===== src/rtl/food_event_gen_pkg.sv =====
// Shared definitions for the food event generator: FSM states, coordinate and
// LFSR widths, the food timeout limit and the LFSR next-value function.
package food_event_gen_pkg;

    localparam int COORD_W       = 6;
    localparam int LFSR_W        = 12;
    localparam int TIMEOUT_LIMIT = 200;
    localparam int TIMEOUT_W     = 8;

    typedef enum logic [1:0] {
        GEN    = 2'd0,
        QUERY  = 2'd1,
        ACTIVE = 2'd2
    } state_t;

    // Fibonacci LFSR, taps 12,11,10,4 (tap n is bit n-1), shifting towards the MSB.
    // The feedback includes the MSB, so the map is invertible and a nonzero
    // value can never step to all-zeros.
    function automatic logic [LFSR_W-1:0] lfsr_next(input logic [LFSR_W-1:0] v);
        return {v[LFSR_W-2:0], v[11] ^ v[10] ^ v[9] ^ v[3]};
    endfunction

endpackage


===== src/rtl/food_event_gen_lfsr12.sv =====
// 12-bit pseudo-random source for food placement. Advances only while en=1.
module lfsr12
    import food_event_gen_pkg::*;
#(
    parameter logic [LFSR_W-1:0] SEED = 12'hACE
) (
    input  logic              clk,
    input  logic              rst,
    input  logic              en,
    output logic [LFSR_W-1:0] value
);

    logic [LFSR_W-1:0] lfsr_q;
    logic [LFSR_W-1:0] lfsr_d;

    // Next value: step the shift register only when enabled.
    always_comb begin
        lfsr_d = lfsr_q;
        if (en) begin
            lfsr_d = lfsr_next(lfsr_q);
        end
    end

    // State register, seeded asynchronously on reset.
    always_ff @(posedge clk or negedge rst) begin
        if (!rst) begin
            lfsr_q <= SEED;
        end else begin
            lfsr_q <= lfsr_d;
        end
    end

    assign value = lfsr_q;

endmodule


===== src/rtl/food_event_gen.sv =====
// Food event generator: picks a random free cell for the food, waits for the
// snake head to land on it, then pulses increment for the score counter.
// Optional build macro FOOD_TIMEOUT_EN: food that goes uneaten for 200 steps is
// withdrawn and a new cell is chosen (no increment).
//
// Occupancy handshake: occ_req rises together with a new occ_x/occ_y and both
// stay stable until the first clock on which occ_ack=1 is sampled; occ_hit is
// only looked at on that clock, and occ_req drops on the following cycle.
// occ_ack seen while no query is outstanding is ignored.
module food_event_gen
    import food_event_gen_pkg::*;
#(
    parameter int                GRID_W    = 40,
    parameter int                GRID_H    = 30,
    parameter logic [LFSR_W-1:0] LFSR_SEED = 12'hACE
) (
    input  logic               clk,
    input  logic               rst,
    input  logic               step,
    input  logic [COORD_W-1:0] head_x,
    input  logic [COORD_W-1:0] head_y,
    output logic               occ_req,
    output logic [COORD_W-1:0] occ_x,
    output logic [COORD_W-1:0] occ_y,
    input  logic               occ_ack,
    input  logic               occ_hit,
    output logic [COORD_W-1:0] food_x,
    output logic [COORD_W-1:0] food_y,
    output logic               food_valid,
    output logic               increment,
    output logic [1:0]         state_o
);

    // One extra bit so a grid dimension of 64 still compares correctly.
    localparam logic [COORD_W:0] GRID_W_L = (COORD_W+1)'(GRID_W);
    localparam logic [COORD_W:0] GRID_H_L = (COORD_W+1)'(GRID_H);

    state_t             state_q;
    logic               occ_req_q;
    logic [COORD_W-1:0] occ_x_q;
    logic [COORD_W-1:0] occ_y_q;
    logic [COORD_W-1:0] food_x_q;
    logic [COORD_W-1:0] food_y_q;
    logic               food_valid_q;
    logic               increment_q;

    logic [LFSR_W-1:0]  lfsr_val;
    logic [COORD_W-1:0] cand_x;
    logic [COORD_W-1:0] cand_y;
    logic               cand_ok;
    logic               head_match;
    logic               timeout_hit;

    lfsr12 #(
        .SEED (LFSR_SEED)
    ) u_lfsr (
        .clk   (clk),
        .rst   (rst),
        .en    (state_q == GEN),
        .value (lfsr_val)
    );

    assign cand_x     = lfsr_val[COORD_W-1:0];
    assign cand_y     = lfsr_val[LFSR_W-1:COORD_W];
    assign cand_ok    = ({1'b0, cand_x} < GRID_W_L) && ({1'b0, cand_y} < GRID_H_L);
    assign head_match = step && (head_x == food_x_q) && (head_y == food_y_q);

`ifdef FOOD_TIMEOUT_EN
    localparam logic [TIMEOUT_W-1:0] TIMEOUT_LAST = TIMEOUT_W'(TIMEOUT_LIMIT - 1);

    logic [TIMEOUT_W-1:0] to_cnt_q;

    assign timeout_hit = (state_q == ACTIVE) && step && !head_match
                         && (to_cnt_q == TIMEOUT_LAST);

    // Count non-eating steps of the current food; held at zero until ACTIVE is entered.
    always_ff @(posedge clk or negedge rst) begin
        if (!rst) begin
            to_cnt_q <= '0;
        end else if (state_q != ACTIVE) begin
            to_cnt_q <= '0;
        end else if (step && !head_match && !timeout_hit) begin
            to_cnt_q <= to_cnt_q + 1'b1;
        end
    end
`else
    assign timeout_hit = 1'b0;
`endif

    // Placement / query / eat state machine with all outputs registered.
    always_ff @(posedge clk or negedge rst) begin
        if (!rst) begin
            state_q      <= GEN;
            occ_req_q    <= 1'b0;
            occ_x_q      <= '0;
            occ_y_q      <= '0;
            food_x_q     <= '0;
            food_y_q     <= '0;
            food_valid_q <= 1'b0;
            increment_q  <= 1'b0;
        end else begin
            increment_q <= 1'b0;
            case (state_q)
                GEN: begin
                    if (cand_ok) begin
                        occ_x_q   <= cand_x;
                        occ_y_q   <= cand_y;
                        occ_req_q <= 1'b1;
                        state_q   <= QUERY;
                    end
                end
                QUERY: begin
                    if (occ_ack) begin
                        occ_req_q <= 1'b0;
                        if (occ_hit) begin
                            state_q <= GEN;
                        end else begin
                            food_x_q     <= occ_x_q;
                            food_y_q     <= occ_y_q;
                            food_valid_q <= 1'b1;
                            state_q      <= ACTIVE;
                        end
                    end
                end
                ACTIVE: begin
                    if (head_match) begin
                        increment_q  <= 1'b1;
                        food_valid_q <= 1'b0;
                        state_q      <= GEN;
                    end else if (timeout_hit) begin
                        food_valid_q <= 1'b0;
                        state_q      <= GEN;
                    end
                end
                default: begin
                    state_q <= GEN;
                end
            endcase
        end
    end

    assign occ_req    = occ_req_q;
    assign occ_x      = occ_x_q;
    assign occ_y      = occ_y_q;
    assign food_x     = food_x_q;
    assign food_y     = food_y_q;
    assign food_valid = food_valid_q;
    assign increment  = increment_q;
    assign state_o    = state_q;

endmodule


===== config.mk =====
export PLATFORM = sky130hd
export DESIGN_NAME = food_event_gen
export DESIGN_NICKNAME = d
export VERILOG_FILES = /design/src/rtl/food_event_gen_pkg.sv /design/src/rtl/food_event_gen_lfsr12.sv /design/src/rtl/food_event_gen.sv
export SDC_FILE = /design/constraint.sdc
export NUM_CORES = 1
export LEC_CHECK = 0
export ABC_AREA = 1
export CAP_MARGIN = 40
export CORE_ASPECT_RATIO = 0.75
export CORE_MARGIN = 1.5
export CORE_UTILIZATION = 40
export DETAILED_ROUTE_END_ITERATION = 8
export GPL_ROUTABILITY_DRIVEN = 1
export PLACE_DENSITY = 0.66
export SETUP_SLACK_MARGIN = 0.1
export SLEW_MARGIN = 20
export SYNTH_ARGS = -nofsm -noshare
export SYNTH_HDL_FRONTEND = slang
export SYNTH_SLANG_ARGS = --single-unit
export TNS_END_PERCENT = 50

===== constraint.sdc =====
create_clock -name clk -period 3.2 [get_ports clk]
set_input_delay 0.48 -clock clk [delete_from_list [all_inputs] [get_ports clk]]
set_output_delay 0.48 -clock clk [all_outputs]
set_load 0.05 [all_outputs]

# Yosys cells after proc, flatten, opt, wreduce, memory -nomap -nowiden
# Index checks and enable logic that the tools add are counted.
# totals
regBits	41
input_bits	17
output_inout_bits	29
wordCells	48
# classes
magnitude_cmp	2
eq_ne	8
muxes	14
bitwise	4
n_reduce_logical	11
# ops
cell	n
$eq A6 B6 Y1	2
$reduce_and A3 Y1	3
$mux W2	4
$ne A2 B2 Y1 const B	4
$mux W1	7
$lt A6 B5 Y1 const B	1
$lt A6 B6 Y1 const B	1
$pmux W2 S3	1
$pmux W1 S2	2
$reduce_and A4 Y1	1
$reduce_bool A2 Y1	2
$logic_and A1 B1 Y1	3
$xor A1 B1 Y1	3
$eq A2 B1 Y1 const B	1
$eq A2 B2 Y1 const B	1
$logic_not A2 Y1	1
$reduce_and A2 Y1	1
$not A1 Y1	1

# Depth between registers and ports, before layout
# Gate-level depths: netlist of run 1.
# depth
depth_word	5
ltp_mapped	9
ltp_nobuf	9

# Cells and area by module
# A second synthesis of run 1 with hierarchy kept.
# hier_totals
hier_cells	262
hier_area_um2	2042.0
# by_module_without_submodules
module	instances	cells_each	area_per_inst_um2	seq_area_each_um2
food_event_gen	1	201	1527.7	725.7
lfsr12	1	61	514.2	309.0

# Worst setup path before layout of run 1
# Ideal clock, no wire load.
# synth_path
path_type	register to register
start	reg state_q[0] (netlist: state_o[0])
end	reg food_x_q[0] (netlist: food_x[0])
setup_ns	0.120
arrival_time_ns	1.548
required_ns	3.080
setup_slack_ns	1.532
path_stages_with_launch	7
n_path_buf	2
period_less_slack_ns	1.668
path_cell_list	dfrtp_1 nand2_1 or3_1 buf_6 buf_8 nand2_1 o21ai_2
# synth_between
elab_chain_len	2
# synth_lines
element	line_no	text
start: declaration	food_event_gen.sv:38	state_t state_q;
start signal: assignment	food_event_gen.sv:93	state_q <= GEN;
start signal: assignment	food_event_gen.sv:109	state_q <= QUERY;
start signal: assignment	food_event_gen.sv:116	state_q <= GEN;
$eq A2 B1 Y1	food_event_gen.sv:103	case (state_q)
$reduce_and A3 Y1 (no source line)	-	
end signal: assignment	food_event_gen.sv:118	food_x_q <= occ_x_q;
end: declaration	food_event_gen.sv:42	logic [COORD_W-1:0] food_x_q;
# No other way between the ends.
# A chain may end at the register's enable or synchronous reset.

# Final worst setup path of run 1
# layout_path
start	reg occ_y_q[1] (netlist: occ_y[1])
end	out occ_y[1]
# layout_lines
element	line_no	text
start: declaration	food_event_gen.sv:41	logic [COORD_W-1:0] occ_y_q;
start signal: assignment	food_event_gen.sv:107	occ_y_q <= cand_y;
end: declaration	food_event_gen.sv:24	output logic [COORD_W-1:0] occ_y,
# No word-level cell between the ends.

==> impl_results.md, run 1 <==
- Status: finished clean
- Number of unique standard cell types used by synthesis: 25
- Crit path kind: reg2out
- Final hold vios: 0
- Slew Viols, Final: 0
- Non-Filler Instances: around 350
- Fin area: around 2600 sq um
- Synth Cell Area: ~2000 sq um
- #FFs+latches synth: a little over 40
- Total grt overflow: 0
- Antenna cells: 0
- CTS tree: done
- Unrepaired setup endpoints after global routing: false
- Peak supply drop: between 500 and 600 uV
- Top-Level Pins: 46
- Max-Cap Viols: 0
- Num CTS Buffers: 5
- CTS Buffer Depth: 2
- Antenna violations before repair: 0
- Max incr delay on CP: 830 ps
- CTS H-tree depth: 2
- Rows: 22
- CP arrival: approximately 1600 ps
- F_max: slightly below 500 MHz
- Layout Skew: ~6 ps
- Worst path bufs/invs: 1
- Startpoint types: flip-flop
- Drt first pass iters: 4
- Fraction of synthesis flops using an asynchronous set or reset pin: 1.000
- Crit-path cells: clkdlybuf4s50_1
- Hold slack: approximately 100 ps
- Clk pin slew, worst setup/hold paths: ~80 ps
- Cells after Synth: 239
- Wirelength, routed: ~4.2 mm
- Synthesis Warnings: 0
- I/O Buffers: 45
- Via/cell ratio: between 4 and 5
- Post-synthesis sequential area ratio: 0.5185
- CP Capture Type: primary output
- Post-CTS setup buffer count: 0
- Critical Path RT: roughly 2700 ps
- Gp weighted congestion: 0.8586
- CP max FO: 3
- Most frequent cell after synthesis: nand2_1
- TNS Setup: 0 ps
- CTS hold repair buffers: 0
- Layout cell share with drive strength beyond 1: 0.1246
- Post-CTS Resized: 0
- Final HPWL DP: 3.163 mm
- Initial DRC count: 78
- Largest net degree at the start of global routing: 27
- Layout Area Growth over Synthesis: 30.03%
- Pwr dens: between 1000 and 1500 nW/um^2
- Worst-Skew Late Latency: just under 300 ps
- Die X: about 85 microns
- Synth area leaders: dfrtp_1 43%, nand2_1 14%, dfstp_2 9.2%
- EDFF count, synth: 0
- Synth Flop Type: dfrtp_1
- Avg Inst Size Synth: 8.350 sq um
- Clk Tree Root Cell: clkbuf_8
- # clock sinks: 41
- Synth area leader: dfrtp_1
- Slowest CP cell: clkdlybuf4s50_1
- Tightest Pin Transition: between 500 and 600 ps
- Wirelength per Cell: approximately 12 microns
- Setup violators final: 0
- Pleak: around 1.2 nW
- Hold Path Class: in2async
- DP Area: approximately 2500 sq um
- Total Power: 2.777 mW
- CP top delay family: buffers and inverters
- Starting Density: 0.4119
- Final worst path period share: 0.6372
- Relative slew slack: 0.6582
- First-pass GRT wire length: between 6 and 7 mm
- Vias in the first global route: between 1000 and 1500
- GRT Total Usage: 0.1642
- Final ANT Viol Nets: 0
- Post-synth top cells: 73 x nand2_1, 41 x inv_1, 34 x dfrtp_1
- Synthesized Nets: about 260
- Inst Count DP: ~340
- Post-route DRC: 0
- Area of the core: 4845 sq um
- Die ar.: approximately 5400 sq um
- Post-synth top area share: 0.4263
- Overall die height: about 64 microns
- Routed vias: ~1600
- Period minus WS final: about 2000 ps
- Nets: between 300 and 400
-- registers in the layout, indices dropped and copies added (netlist names) --
name / cells
state_o: 2
occ_x: 6
u_lfsr.value: 12
occ_req: 1
occ_y: 6
food_x: 6
increment: 1
food_valid: 1
food_y: 6
-- layout make-up --
class | count | area (sq um)
fillers | 457 | 2250
flip-flops and latches | 41 | 1035
multi-input cells | 150 | 745.7
repair buffers | 49 | 495.5
inverters | 41 | 153.9
clock buffers | 8 | 90.09
well taps | 60 | 75.07
-- stage by stage --
stage | util | setup slack, ps
CTS | 0.5356 | 1145
global placement | 0.5098 | 861.2
detailed placement | 0.5170 | 1030
global route | 0.5356 | 1100
finish | 0.5356 | 1161
floorplan | - | 1532
-- final timing paths --
kind / startpoint / cells after the start / slack, ps / end
setup / recovery: occ_y[1] / 1 / 1160 / occ_y[1]
hold / removal: rst / 1 / 100 / food_x[1]
setup reg to reg: state_o[1] / 6 / 1470 / food_y[1]
hold reg to reg: u_lfsr.value[1] / 2 / 490 / u_lfsr.value[2]
max in group asynchronous: rst / 2 / 2570 / u_lfsr.value[9]
min in group clk: u_lfsr.value[1] / 2 / 490 / u_lfsr.value[2]
-- cell usage in the layout (no fill, tap or decap) --
cell             Yosys  layout
buf_8                1       1
xor2_1               1       1
nand4_1              3       3
xnor2_1              2       2
nand2_1             73      73
o21ai_2              3       3
nand3b_1             1       1
a21oi_1              1       1
ha_1                 1       1
buf_2                0       1
clkdlybuf4s50_1      0      44
buf_12               1       1
nor2_1              20      20
dfstp_2              7       7
inv_1               41      41
nand3_1              3       3
buf_4                0       2
clkbuf_8             0       6
clkbuf_1             3       2
nor2_4               5       5
dfrtp_1             34      34
a21boi_0             1       1
a21oi_2              9       9
o221a_2              1       1
o21ai_0             24      24
or3_1                1       1
nor3_1               1       1
-- worst reg2reg max path, cell delays in order, from the launching register on --
cell and delay (ps):
dfrtp_1 430, inv_1 90, nand2_1 80, or3_1 540, buf_8 260, buf_4 150
a21oi_2 110
-- report_power, final --
group / leakage [nW] / switching [mW] / internal (mW) / total (mW)
Sequential: 0.497 / 0.170 / 0.742 / 0.912
Clock: 0.0455 / 0.174 / 0.176 / 0.350
Combinational: 0.698 / 1.01 / 0.501 / 1.51
-- routing by layer --
metal  track usage  routed length [microns]  vias up
met5             0                        0        -
met4       0.06855                       80        0
met3       0.05039                      249       10
met2        0.2401                     1738       38
met1        0.2260                     2127      708
li1              -                        -      828
-- cell families (layout without fill, tap and decap cells) --
kind of cell             after synthesis  count (layout)  share of synthesized area
flip-flops                            41              41                     0.5185
XOR/XNOR                               3               3                    0.01317
AND/OR/NAND/NOR                      107             107                     0.2295
adder cells (fa/ha/maj)                1               1                   0.006269
buffers and inverters                 48              98                     0.1078
AO/OA/AOI/OAI                         39              39                     0.1248
Power figures use the tool's default switching activity.
==> run 2: changes to the inputs <==
Settings changed: PLACE_DENSITY 0.66 to 0.69.
Clock period 3.2 ns to 1.81 ns, I/O delays scaled along.
==> run 2 against run 1 <==
  * Combinational power is 72% higher
  * Clock skew hardly changed
  * Critical path type unchanged
  * Critical path depth stayed put
  * Global-route usage is 0.55 points higher
==> impl_results.md, run 2 (synthesized netlist as in run 1, its figures left out) <==
- Status: finished clean
- Top-Level Pins: between 40 and 50
- Crit-path cells: clkdlybuf4s50_1
- Layout Area Growth over Synthesis: 27.08%
- First-pass GRT wire length: approximately 7.1 mm
- I/O Buffers: 45
- Setup violators final: 0
- Comb pwr share: 0.543
- Clk Tree Root Cell: clkbuf_8
- Worst setup endpoint: food_y[0]
- Commonest cells after routing, fill and taps aside: 73 x nand2_1, 41 x inv_1, 34 x dfrtp_1
- Worst-Skew Late Latency: ~290 ps
- Flop pwr share: 0.338
- Drt first pass iters: 4
- Post-Route Utilization: 0.5235
- Layout Skew: a little over 6 ps
- Die X: roughly 85 microns
- Crit path kind: reg2out
- Largest net degree at the start of global routing: 42
- Inst Count DP: ~340
- R2r worst-path depth: 7
- Startpoint types: flip-flop
- R2R setup slack: 330 ps
- Pwr dens: 1885 nW/um^2
- Clk pin slew, worst setup/hold paths: 80 ps
- Starting Density: 0.4119
- Period minus WS final: about 1700 ps
- Non-Filler Instances: approximately 350
- Crit. Startpoint: food_y[0]
- Overall die height: between 60 and 70 microns
- Clock Power Share: 0.119
- Max reg flops: 12
- Post-route DRC: 0
- TNS Setup: 0 ps
- GRT Total Usage: 0.1697
- Max incr delay on CP: ~800 ps
- Die ar.: about 5400 sq um
- Hold slack: approximately 19 ps
- Worst path bufs/invs: 1
- Rows: 22
- CTS Buffer Depth: 2
- Final worst path period share: 0.9487
- Final hold vios: 0
- Slew Viols, Final: 0
- CP max FO: 2
- CTS hold repair buffers: 0
- CP top delay family: buffers and inverters
- Vias in the first global route: about 1500
- Antenna cells: 0
- Total grt overflow: 0
- Pleak: 1.295 nW
- Nets: approximately 300
- CP Capture Type: primary output
- Post-Place Setup Slack: around 130 ps
- Area of the core: between 4000 and 5000 sq um
- P_sw: 2.388 mW
- Slowest CP cell: clkdlybuf4s50_1
- Wirelength per Cell: ~12 microns
- Peak supply drop: roughly 940 uV
- # clock sinks: slightly above 40
- Initial DRC count: 110
- Routed vias: approximately 1600
- Layout cell share with drive strength beyond 1: 0.1799
- Reg2reg start: u_lfsr.value[11]
- CP arrival: 1450 ps
- Critical Path RT: 1540 ps
- Tightest Pin Transition: about 510 ps
- Gp weighted congestion: 0.8486
- Relative slew slack: 0.6598
- Final worst slack: roughly 93 ps
- Unrepaired setup endpoints after global routing: true
- Max-Cap Viols: 0
- Fillers: 474
- CTS H-tree depth: 2
- Antenna violations before repair: 0
- F_max: just under 600 MHz
- WP depth: 1
- CTS tree: done
- Via/cell ratio: 4.562
- Final HPWL DP: slightly above 3 mm
- Internal power: 2.393 mW
- Num CTS Buffers: 5
- R2r endpoint: occ_y[3]
- Sw frac: 0.4994
- Final ANT Viol Nets: 0
- Leading cell type in the layout, fill and taps excluded: nand2_1
- Hold Path Class: in2async
- Wirelength, routed: roughly 4.2 mm
-- run 2: cell types whose count changed in the layout (fill, tap and decap cells not counted) --
cell | before | now
buf_4 | 2 | 20
dlymetal6s2s_1 | 0 | 3
clkbuf_8 | 6 | 5
buf_8 | 1 | 0
clkdlybuf4s50_1 | 44 | 19
clkbuf_1 | 2 | 3
dlygate4sd2_1 | 0 | 5
-- run 2: repair_timing --
action / in CTS / in global routing
setup buffers: 0 / 0
endpoints found under the setup margin: 10 / 7
gates resized for setup: 5 / 3
pin swaps: 0 / 0
-- run 2: final cells by class --
type	count	area [sq um]	area share
Inverter	41	153.9	0.06068
Sequential cell	41	1035	0.4080
Clock buffer	8	80.08	0.03157
Tap cell	60	75.07	0.02960
Multi-Input combinational cell	150	745.7	0.2940
Timing Repair Buffer	49	446.7	0.1761
-- run 2: power by group through the flow --
stage | Clock, mW | Sequential (mW) | Combinational (mW)
after floorplan | 0 | 2.45 | 1.03
after CTS | 0.594 | 1.61 | 2.63
after detailed placement | 0 | 1.63 | 2.65
after global placement | 0 | 1.63 | 2.62
final | 0.569 | 1.61 | 2.60
after global routing | 0.640 | 1.66 | 2.84
-- run 2: worst register-to-register path, delay by kind of cell, from the launching register on --
family,cells,cell delay [ps]
adders and majority gates,1,170
DFF,1,510
AOI/OAI and AO/OA,1,80
buffers and inverters,2,300
and+or+nand+nor,3,290
-- run 2: stage by stage --
stage	cell area, sq um	total power [mW]
after CTS	2529	4.834
after global placement	2455	4.251
after global routing	2536	5.142
final	2536	4.781
after detailed placement	2455	4.283
after floorplan	1996	3.480
-- run 2: layer usage --
layer / vias up / track usage / share of wire
li1: 831 / - / -
met1: 725 / 0.2282 / 0.50
met2: 34 / 0.2579 / 0.44
met3: 2 / 0.05814 / 0.053
met4: 0 / 0.05444 / 0.0058
met5: - / 0 / 0
-- run 2: worst min-delay path by stage --
stage,from,end,slack (ps),cells past startpoint
after CTS,rst,occ_x[0],40,2
after detailed placement,rst,occ_x[1],370,2
after global routing,rst,u_lfsr.value[0],70,2
final,rst,occ_x[0],20,2
after global placement,rst,occ_x[0],360,2
after floorplan,rst,food_valid,-20,0
